`src/rtl/traffic_phase_scheduler.sv`:
```
// Four-approach signal scheduler: round-robin green among waiting approaches with
// min/max green, yellow and all-red clearance, plus emergency preemption.
module traffic_phase_scheduler #(
    parameter int unsigned MIN_GREEN = 4,
    parameter int unsigned MAX_GREEN = 12,
    parameter int unsigned YELLOW_T  = 2,
    parameter int unsigned ALLRED_T  = 1,
    parameter int unsigned CNT_W     = 6
) (
    input  logic        clk,
    input  logic        rst,
    input  logic [3:0]  req,
    input  logic        pre_req,
    input  logic [1:0]  pre_phase,
    output logic [11:0] light,
    output logic [1:0]  cur_phase,
    output logic        in_clear
);

    typedef enum logic [1:0] {
        StGreen,
        StYellow,
        StAllRed
    } state_e;

    localparam logic [CNT_W-1:0] MinLast = CNT_W'(MIN_GREEN - 1);
    localparam logic [CNT_W-1:0] MaxLast = CNT_W'(MAX_GREEN - 1);
    localparam logic [CNT_W-1:0] YelLast = CNT_W'(YELLOW_T - 1);
    localparam logic [CNT_W-1:0] ArLast  = CNT_W'(ALLRED_T - 1);

    state_e           state_q, state_d;
    logic [1:0]       cur_phase_q, cur_phase_d;
    logic [1:0]       next_phase_q, next_phase_d;
    logic [CNT_W-1:0] timer_q, timer_d;

    logic [3:0] other;
    logic [1:0] rr_phase;
    logic       min_done;
    logic       max_done;
    logic       green_exit;

    always_comb begin
        other    = req & ~(4'b0001 << cur_phase_q);
        min_done = timer_q >= MinLast;
        max_done = timer_q >= MaxLast;
        green_exit = (pre_req && (pre_phase != cur_phase_q)) ||
                     (!pre_req && (other != 4'b0000) &&
                      ((min_done && !req[cur_phase_q]) || max_done));
    end

    // Walk offsets 3..1 so the nearest waiting approach after cur_phase wins.
    always_comb begin
        rr_phase = cur_phase_q;
        for (int i = 3; i >= 1; i--) begin
            if (other[cur_phase_q + 2'(i)]) begin
                rr_phase = cur_phase_q + 2'(i);
            end
        end
    end

    always_comb begin
        state_d      = state_q;
        cur_phase_d  = cur_phase_q;
        next_phase_d = next_phase_q;
        timer_d      = timer_q;
        unique case (state_q)
            StGreen: begin
                if (green_exit) begin
                    state_d      = StYellow;
                    timer_d      = '0;
                    next_phase_d = pre_req ? pre_phase : rr_phase;
                end else if (!max_done) begin
                    timer_d = timer_q + 1'b1;
                end
            end
            StYellow: begin
                if (pre_req) begin
                    next_phase_d = pre_phase;
                end
                if (timer_q >= YelLast) begin
                    state_d = StAllRed;
                    timer_d = '0;
                end else begin
                    timer_d = timer_q + 1'b1;
                end
            end
            StAllRed: begin
                if (pre_req) begin
                    next_phase_d = pre_phase;
                end
                if (timer_q >= ArLast) begin
                    state_d     = StGreen;
                    timer_d     = '0;
                    // A preemption arriving in the last all-red cycle still retargets.
                    cur_phase_d = next_phase_d;
                end else begin
                    timer_d = timer_q + 1'b1;
                end
            end
            default: begin
                state_d = StGreen;
                timer_d = '0;
            end
        endcase
    end

    always_ff @(posedge clk) begin
        if (rst) begin
            state_q      <= StGreen;
            cur_phase_q  <= 2'd0;
            next_phase_q <= 2'd0;
            timer_q      <= '0;
        end else begin
            state_q      <= state_d;
            cur_phase_q  <= cur_phase_d;
            next_phase_q <= next_phase_d;
            timer_q      <= timer_d;
        end
    end

    always_comb begin
        light = {4{3'b100}};
        for (int k = 0; k < 4; k++) begin
            if (2'(k) == cur_phase_q) begin
                if (state_q == StGreen) begin
                    light[3*k +: 3] = 3'b001;
                end else if (state_q == StYellow) begin
                    light[3*k +: 3] = 3'b010;
                end
            end
        end
    end

    assign cur_phase = cur_phase_q;
    assign in_clear  = (state_q != StGreen);

endmodule

```
`config.mk`:
```
export PLATFORM = sky130hd
export DESIGN_NAME = traffic_phase_scheduler
export DESIGN_NICKNAME = d
export VERILOG_FILES = /design/src/rtl/traffic_phase_scheduler.sv
export SDC_FILE = /design/constraint.sdc
export NUM_CORES = 1
export LEC_CHECK = 0
export BUFFER_PORTS_ARGS = -buffer_cell sky130_fd_sc_hd__buf_2
export CORE_MARGIN = 2
export CORE_UTILIZATION = 45
export CTS_BUF_LIST = sky130_fd_sc_hd__clkbuf_8
export DETAILED_ROUTE_END_ITERATION = 8
export PLACE_DENSITY = 0.68
export SLEW_MARGIN = 15
export SYNTH_ARGS = -nofsm -noshare
export SYNTH_HDL_FRONTEND = slang
export SYNTH_SLANG_ARGS = --single-unit
```
`constraint.sdc`:
```
create_clock -name clk -period 5 [get_ports clk]
set_input_delay 1 -clock clk [delete_from_list [all_inputs] [get_ports clk]]
set_output_delay 1 -clock clk [all_outputs]
set_load 0.005 [all_outputs]
```
==> out/results.ini, run 1 <==
[die]
start_util=0.481
io_pins=24
fp.dieArea_um2=2820
coreArea_um2=2250
die_width_um=53.1
die_y_um=53.1
row_count=17

[sta]
fmax_mhz=384
rsz0062_at_grt=false
drv_slew=0
worst_pin_slew_ns=0.519
slew_headroom=0.650
hold_viol=0
setup_viol=0
period_share=0.521
final.setup_skew_ns=0.00473
min_period_ns=2.61
fin_tns_setup_ns=0

[global_routing]
track_usage=0.197
grt_pass1_vias=956
antenna_found_initial=0
grt_max_degree=14
grt_pass1_wl_mm=4.12
grt-ovfl-total=0

[clocking]
clock-sinks=12
cts_buffer_depth=2
cts-root-buf=clkbuf_8
clk_latency_ns=0.24
ctsResizeCount=0
numCtsBuffers=3
cts_tree=built
clk_pin_slew_ns=0.05
htreeDepth=1
cts_hold_buffers=0
post_cts_buffers=0

[yosys]
ys_seq_area_frac=0.221
syn_area_um2=1080
synthTopCellsByArea=dfxtp_1, ha_1, and2_1
synth_top_area_cell=dfxtp_1
synth_nets=152
synthCells=132
synth_edf_count=0
synth-main-ff-cell=dfxtp_1
synth_top_cell_area_share=0.221
async_flop_share=0
ys_ff_latch=12
synth.distinct_cells=40
yosys_warnings=0
postSynthAreaPerCell_um2=8.22

[final_layout]
layout.cells.non_filler=183
antenna_cells=0
layout.nets=176
layout-drive-gt1-share=0.219
area_growth_pct=16.8
final_common_cell=buf_2
layout_common_cells=buf_2, dfxtp_1, ha_1

[detailed_routing]
drt_iter0_drc=18
vias=1038
wl_per_cell_um=13.2
vias_per_cell=5.67
drc_errors=0
first_pass_iters=4
wirelength_mm=2.42
ant_nets=0

[hold_path]
min-delay-start=timer_q[4]$_SDFFE_PP0P_
min_path_cells=2
hp-class=reg2reg
min_to=timer_q[4]$_SDFFE_PP0P_

[place]
io_buffers=23
post-dp-hpwl_mm=1.85
gp_congestion=0.832
dp_cells=179

[critical_path]
crit_arrival_ns=1.61
crit_fanout=13
end_kind=output pin
required_ns=4.00
reg2reg_slack_ns=2.49
r2r_cells=7
slowest_delay_ns=0.60
start_kind=flip-flop
r2r-end=next_phase_q[1]$_SDFFE_PP0P_
path_cells=inv_1 > ha_1 > and2_1 > buf_2
cp_slowest_cell=dfxtp_1
r2r-start=cur_phase[0]$_SDFFE_PP0N_
worstSetupPathType=reg2out

[power]
p_total_w=0.000659
p_leak_nw=0.554
peakVddDrop_mv=0.267
powerDensity_nw_per_um2=520

[outcome]
status=complete, no violations

[run]
max-cap-violations=0

==> routing by layer <==
layer / part of all wire / vias to the layer above / wire [µm] / GRT usage
met5: 0 / - / 0 / 0
met4: 0.0062 / 0 / 15 / 0.0641
met3: 0.052 / 2 / 126 / 0.0254
met2: 0.49 / 30 / 1190 / 0.356
met1: 0.45 / 480 / 1090 / 0.238
li1: - / 526 / - / -
==> where the power goes <==
part | internal (W) | total (W) | switching (W)
sequential | 0.000122 | 0.000161 | 0.0000382
clock | 0.0000696 | 0.000106 | 0.0000366
combinational | 0.000184 | 0.000392 | 0.000208
==> layout make-up <==
class                           count  area, µm²
Clock buffer                        4       55.1
Fill cell                         230        987
Inverter                            9       33.8
Multi-Input combinational cell    107        788
Sequential cell                    12        240
Tap cell                           28       35.0
Timing Repair Buffer               23        115
==> worst max-delay path, delay by kind of cell (launching register included) <==
family	cells	cell delay, ns
fa+ha+maj	1	0.29
simple gates	1	0.17
flops	1	0.60
buf+inv	2	0.31
==> how the worst max path moves through the flow <==
stage	start	end	depth (start not counted)
5_1_grt	cur_phase[0]$_SDFFE_PP0N_	light[0]	4
3_5_place_dp	req[2]	next_phase_q[1]$_SDFFE_PP0P_	6
3_3_place_gp	req[3]	next_phase_q[1]$_SDFFE_PP0P_	6
6_report	cur_phase[0]$_SDFFE_PP0N_	light[0]	4
4_1_cts	cur_phase[0]$_SDFFE_PP0N_	light[0]	4
2_1_floorplan	req[3]	next_phase_q[1]$_SDFFE_PP0P_	5
==> kinds of logic (layout without fill, tap and decap cells) <==
| logic type | after synthesis | after routing | share of synthesized area |
|---|---|---|---|
| muxes | 4 | 4 | 0.0531 |
| buffers and inverters | 13 | 36 | 0.0519 |
| adders and majority gates | 11 | 11 | 0.127 |
| DFF | 12 | 12 | 0.221 |
| AOI/OAI and AO/OA | 43 | 43 | 0.284 |
| and+or+nand+nor | 47 | 47 | 0.247 |
| xor gates and xnor gates | 2 | 2 | 0.0162 |
==> stage by stage <==
stage	cell area [µm²]	worst slack, ns	util	hold slack (ns)
after floorplan	1080	2.43	-	0.448
after global routing	1270	2.27	0.562	0.497
after CTS	1270	2.38	0.562	0.484
after global placement	1210	2.24	0.538	0.469
final	1270	2.39	0.562	0.478
after detailed placement	1210	2.24	0.538	0.474
==> synthesized netlist by cell type (all sizes together), types with 3 or more instances <==
cell type,n
and2,10
inv,9
a21oi,10
ha,11
dfxtp,12
nor2,7
and3,3
nor2b,8
a31oi,3
nand2b,5
clkbuf,3
a211oi,5
o21ai,9
nand2,5
nor3,4
==> flip-flops by register name, indices dropped and copies added, names as in the netlist <==
register	cells
state_q	2
cur_phase	2
next_phase_q	2
timer_q	6
(Power assumes the default switching activity.)
==> inputs of run 2 (changes only) <==
--- a/config.mk
+++ b/config.mk
@@ -10,7 +10,7 @@
 export CORE_UTILIZATION = 45
 export CTS_BUF_LIST = sky130_fd_sc_hd__clkbuf_8
 export DETAILED_ROUTE_END_ITERATION = 8
-export PLACE_DENSITY = 0.68
+export PLACE_DENSITY = 0.71
 export SLEW_MARGIN = 15
 export SYNTH_ARGS = -nofsm -noshare
 export SYNTH_HDL_FRONTEND = slang
==> constraint.sdc (replaced) <==
create_clock -name clk -period 2.1 [get_ports clk]
set_input_delay 0.42 -clock clk [delete_from_list [all_inputs] [get_ports clk]]
set_output_delay 0.42 -clock clk [all_outputs]
set_load 0.005 [all_outputs]
==> out/results.ini, run 2 (synthesized netlist as in run 1, its figures left out) <==
[outcome]
status=complete, no violations

[die]
coreArea_um2=2250
fp.dieArea_um2=2820
io_pins=24
start_util=0.481
row_count=17
die_y_um=53.1
die_width_um=53.1

[critical_path]
start_kind=flip-flop
r2r-start=cur_phase[0]$_SDFFE_PP0N_
cp-endpoint=next_phase_q[1]$_SDFFE_PP0P_
reg2reg_slack_ns=0.05
crit_arrival_ns=2.24
startpoint=cur_phase[0]$_SDFFE_PP0N_
r2r-end=next_phase_q[1]$_SDFFE_PP0P_
crit_fanout=10
required_ns=2.29
end_kind=flip-flop
worstSetupPathType=reg2reg
r2r_cells=6

[detailed_routing]
ant_nets=0
drc_errors=0
drt_iter0_drc=20
first_pass_iters=4
wirelength_mm=2.63
vias_per_cell=5.61
wl_per_cell_um=13.7
vias=1078

[global_routing]
grt_pass1_wl_mm=4.33
antenna_found_initial=0
grt-ovfl-total=0
track_usage=0.211
grt_pass1_vias=1021
grt_max_degree=14

[power]
p_clk_frac=0.145
powerDensity_nw_per_um2=1260
p_leak_nw=0.601
p_seq_frac=0.216
p_switching_w=0.000739
p_total_w=0.00175
p_int_w=0.00101
peakVddDrop_mv=0.590
pwr-share-comb=0.639
p_sw_frac=0.423

[place]
dp_cells=187
gp_congestion=0.816
post-dp-hpwl_mm=2.04
dpl_cell_area_um2=1290
io_buffers=23

[clocking]
clock-sinks=12
htreeDepth=1
cts_hold_buffers=0
clk_pin_slew_ns=0.05
cts_tree=built
cts_buffer_depth=2
numCtsBuffers=3
clk_latency_ns=0.24
cts-root-buf=clkbuf_8

[final_layout]
layout.nets=185
area_growth_pct=27.6
largest_reg_flops=6
layout.cells.non_filler=192
fin_area_um2=1380
final_common_cell=buf_2
nFillCells=201
layout-drive-gt1-share=0.329
antenna_cells=0
multi_input_area_um2=828
layout_common_cells=buf_2, a21oi_1, dfxtp_1
final-seq-area_um2=245
top_register=timer_q

[hold_path]
min-delay-start=rst
hp-class=in2reg

[sta]
fmax_mhz=488
min_period_ns=2.05
final.setup_skew_ns=0.00157
worst_pin_slew_ns=0.462
drv_slew=0
slew_headroom=0.691
setup_viol=0
period_share=0.975
hold_slack_ns=0.465
hold_viol=0

[run]
max-cap-violations=0

-- run 2: layout make-up --
cell class / instances / share of cell area
sequential: 12 / 0.177
timing repair buffer: 32 / 0.135
multi-input combinational: 107 / 0.599
clock buffer: 4 / 0.0398
inverter: 9 / 0.0244
tap: 28 / 0.0253
-- run 2: layer usage --
metal | vias to the layer above | part of all wire | track usage
li1 | 548 | - | -
met5 | - | 0 | 0
met3 | 8 | 0.043 | 0.0339
met2 | 27 | 0.47 | 0.371
met4 | 0 | 0.033 | 0.132
met1 | 495 | 0.46 | 0.233
-- run 2: stage by stage --
| stage | TNS [ns] | utilization | setup WS [ns] |
|---|---|---|---|
| floorplan | 0 | - | 0.00264 |
| global placement | 0 | 0.572 | 0.0274 |
| detailed placement | 0 | 0.572 | 0.0129 |
| CTS | 0 | 0.599 | 0.00259 |
| global route | -0.0163 | 0.614 | -0.0119 |
| finish | 0 | 0.614 | 0.0519 |
-- run 2: worst min path at each step --
stage,end,slack (ns),depth (start not counted)
2_1_floorplan,timer_q[4]$_SDFFE_PP0P_,0.45,2
3_3_place_gp,timer_q[4]$_SDFFE_PP0P_,0.47,2
3_5_place_dp,timer_q[4]$_SDFFE_PP0P_,0.48,2
4_1_cts,cur_phase[1]$_SDFFE_PP0N_,0.46,2
5_1_grt,state_q[0]$_SDFFE_PP0P_,0.47,2
6_report,cur_phase[1]$_SDFFE_PP0N_,0.46,2
-- run 2: critical path: stages, from the launching register on --
cell	delay, ns
dfxtp_4	0.38
ha_1	0.26
nand2b_2	0.25
buf_4	0.16
a31o_2	0.23
a2111oi_1	0.49
mux2_4	0.23
-- run 2: timing repair --
action	in CTS	in global routing
hold endpoints to repair	0	0
endpoints found under the setup margin	2	8
gates resized for setup	2	7
cloned	0	0
pin swaps	0	4
setup buffers	0	1
-- run 2: power by group through the flow --
stage	Sequential (W)	Combinational [W]	Clock (W)
2_1_floorplan	0.000348	0.000765	0
3_3_place_gp	0.000376	0.00102	0
3_5_place_dp	0.000376	0.00104	0
4_1_cts	0.000375	0.00105	0.000260
5_1_grt	0.000390	0.00125	0.000271
6_report	0.000377	0.00112	0.000254
==> inputs of run 3 (changes only) <==
--- a/config.mk
+++ b/config.mk
@@ -5,12 +5,13 @@
 export SDC_FILE = /design/constraint.sdc
 export NUM_CORES = 1
 export LEC_CHECK = 0
+export ABC_AREA = 1
 export BUFFER_PORTS_ARGS = -buffer_cell sky130_fd_sc_hd__buf_2
-export CORE_MARGIN = 2
+export CORE_MARGIN = 4
 export CORE_UTILIZATION = 45
 export CTS_BUF_LIST = sky130_fd_sc_hd__clkbuf_8
 export DETAILED_ROUTE_END_ITERATION = 8
-export PLACE_DENSITY = 0.71
+export PLACE_DENSITY = 0.7
 export SLEW_MARGIN = 15
 export SYNTH_ARGS = -nofsm -noshare
 export SYNTH_HDL_FRONTEND = slang
==> out/results.ini, run 3 <==
[yosys]
synth_top_area_cell=dfxtp_1
synthCells=181
synth_top_cell_area_share=0.212
synth_commonest_cells=nand2_1, inv_1, nand3_1
yosysMostFrequentCell=nand2_1
postSynthAreaPerCell_um2=6.25
synth_nets=201
ys_ff_latch=12
synth-main-ff-cell=dfxtp_1
yosys_warnings=0
async_flop_share=0
synth.distinct_cells=23
synthTopCellsByArea=dfxtp_1, nand2_1, ha_1
ys_seq_area_frac=0.212
synth_edf_count=0
syn_area_um2=1130

[clocking]
post_cts_buffers=0
cts_tree=built
clk_pin_slew_ns=0.05
htreeDepth=1
numCtsBuffers=3
cts_hold_buffers=0
clk_latency_ns=0.24
ctsResizeCount=0
clock-sinks=12
cts-root-buf=clkbuf_8
cts_buffer_depth=2

[die]
die_y_um=58.1
coreArea_um2=2300
start_util=0.492
io_pins=24
die_width_um=58.1
fp.dieArea_um2=3380
row_count=17

[sta]
fin_tns_setup_ns=0
rsz0062_at_grt=false
slew_headroom=0.824
setup_viol=0
hold_slack_ns=0.379
fmax_mhz=535
hold_viol=0
period_share=0.891
min_period_ns=1.87
worst_pin_slew_ns=0.264
drv_slew=0
final.setup_skew_ns=0.00412

[run]
max-cap-violations=0

[hold_path]
hp-class=in2reg

[global_routing]
antenna_found_initial=0
grt-ovfl-total=0
track_usage=0.165
grt_max_degree=11
grt_pass1_vias=1073
grt_pass1_wl_mm=4.50

[power]
peakVddDrop_mv=0.690
powerDensity_nw_per_um2=998
p_leak_nw=0.741

[critical_path]
crit_fanout=8
worstSetupPathType=reg2reg
end_kind=flip-flop
required_ns=2.23
crit_arrival_ns=2.00
start_kind=flip-flop

[place]
post-dp-hpwl_mm=2.18
io_buffers=23
dp_cells=232
gp_congestion=0.927
dpl_cell_area_um2=1280

[detailed_routing]
ant_nets=0
drt_iter0_drc=104
wl_per_cell_um=11.0
wirelength_mm=2.59
vias=1163
vias_per_cell=4.95
first_pass_iters=4
drc_errors=0

[final_layout]
antenna_cells=0
area_growth_pct=16.8
layout_common_cells=nand2_1, inv_1, buf_2
layout.nets=229
largest_reg_flops=6
final_common_cell=nand2_1
layout.cells.non_filler=235
utilization=0.575
layout-drive-gt1-share=0.208
fin_area_um2=1320
top_register=timer_q

[outcome]
status=complete, no violations

-- run 3: logic make-up (layout without fill, tap and decap cells) --
| group | Yosys count | in the layout | synth area share |
|---|---|---|---|
| and+or+nand+nor | 95 | 95 | 0.364 |
| buffers and inverters | 38 | 64 | 0.134 |
| adders and majority gates | 11 | 11 | 0.122 |
| AOI/OAI and AO/OA | 23 | 23 | 0.146 |
| DFF | 12 | 12 | 0.212 |
| xor gates and xnor gates | 2 | 2 | 0.0221 |
-- run 3: routing by layer --
layer | wire (µm) | global-route usage | up-vias
met5 | 0 | 0 | -
met4 | 31 | 0.0530 | 0
met3 | 132 | 0.0223 | 5
met2 | 1310 | 0.300 | 26
met1 | 1120 | 0.198 | 522
li1 | - | - | 610
-- run 3: critical path, cell delays in order (launching register included) --
cell and delay, ns:
dfxtp_1 0.42, inv_1 0.18, ha_1 0.28, inv_1 0.08, nand2_1 0.06, nand2_1 0.06, nor2_1 0.04, nor2_1 0.12
nand2_2 0.10, nand2_2 0.12, nand2_2 0.09, nor2_1 0.14, a21oi_2 0.07
-- run 3: path summary, 6_finish.rpt --
check | slack (ns) | depth (start not counted) | endpoint | startpoint
max | 0.23 | 12 | next_phase_q[0]$_SDFFE_PP0P_ | cur_phase[0]$_SDFFE_PP0N_
min | 0.38 | 2 | state_q[1]$_SDFFE_PP0P_ | rst
max reg2reg | 0.23 | 12 | next_phase_q[0]$_SDFFE_PP0P_ | cur_phase[0]$_SDFFE_PP0N_
min reg2reg | 0.44 | 2 | timer_q[5]$_SDFFE_PP0P_ | timer_q[5]$_SDFFE_PP0P_
-- run 3: final cells by class --
cell class                      instances  area, µm²
Fill cell                             222        976
Timing Repair Buffer                   25        130
Clock buffer                            3       41.3
Sequential cell                        12        240
Inverter                               36        135
Tap cell                               28       35.0
Multi-Input combinational cell        131        739
-- run 3: power by group --
group          switching [W]  internal [W]  leakage (nW)
Combinational       0.000503      0.000294         0.622
Sequential         0.0000338      0.000282        0.0978
Clock              0.0000808      0.000126        0.0216
Total               0.000618      0.000701         0.741
-- run 3: metrics by stage --
stage | worst slack (ns) | power [W]
4_1_cts | 0.226 | 0.00133
3_5_place_dp | 0.246 | 0.00112
3_3_place_gp | 0.321 | 0.00109
2_1_floorplan | 0.425 | 0.000913
5_1_grt | 0.0546 | 0.00145
6_report | 0.230 | 0.00132
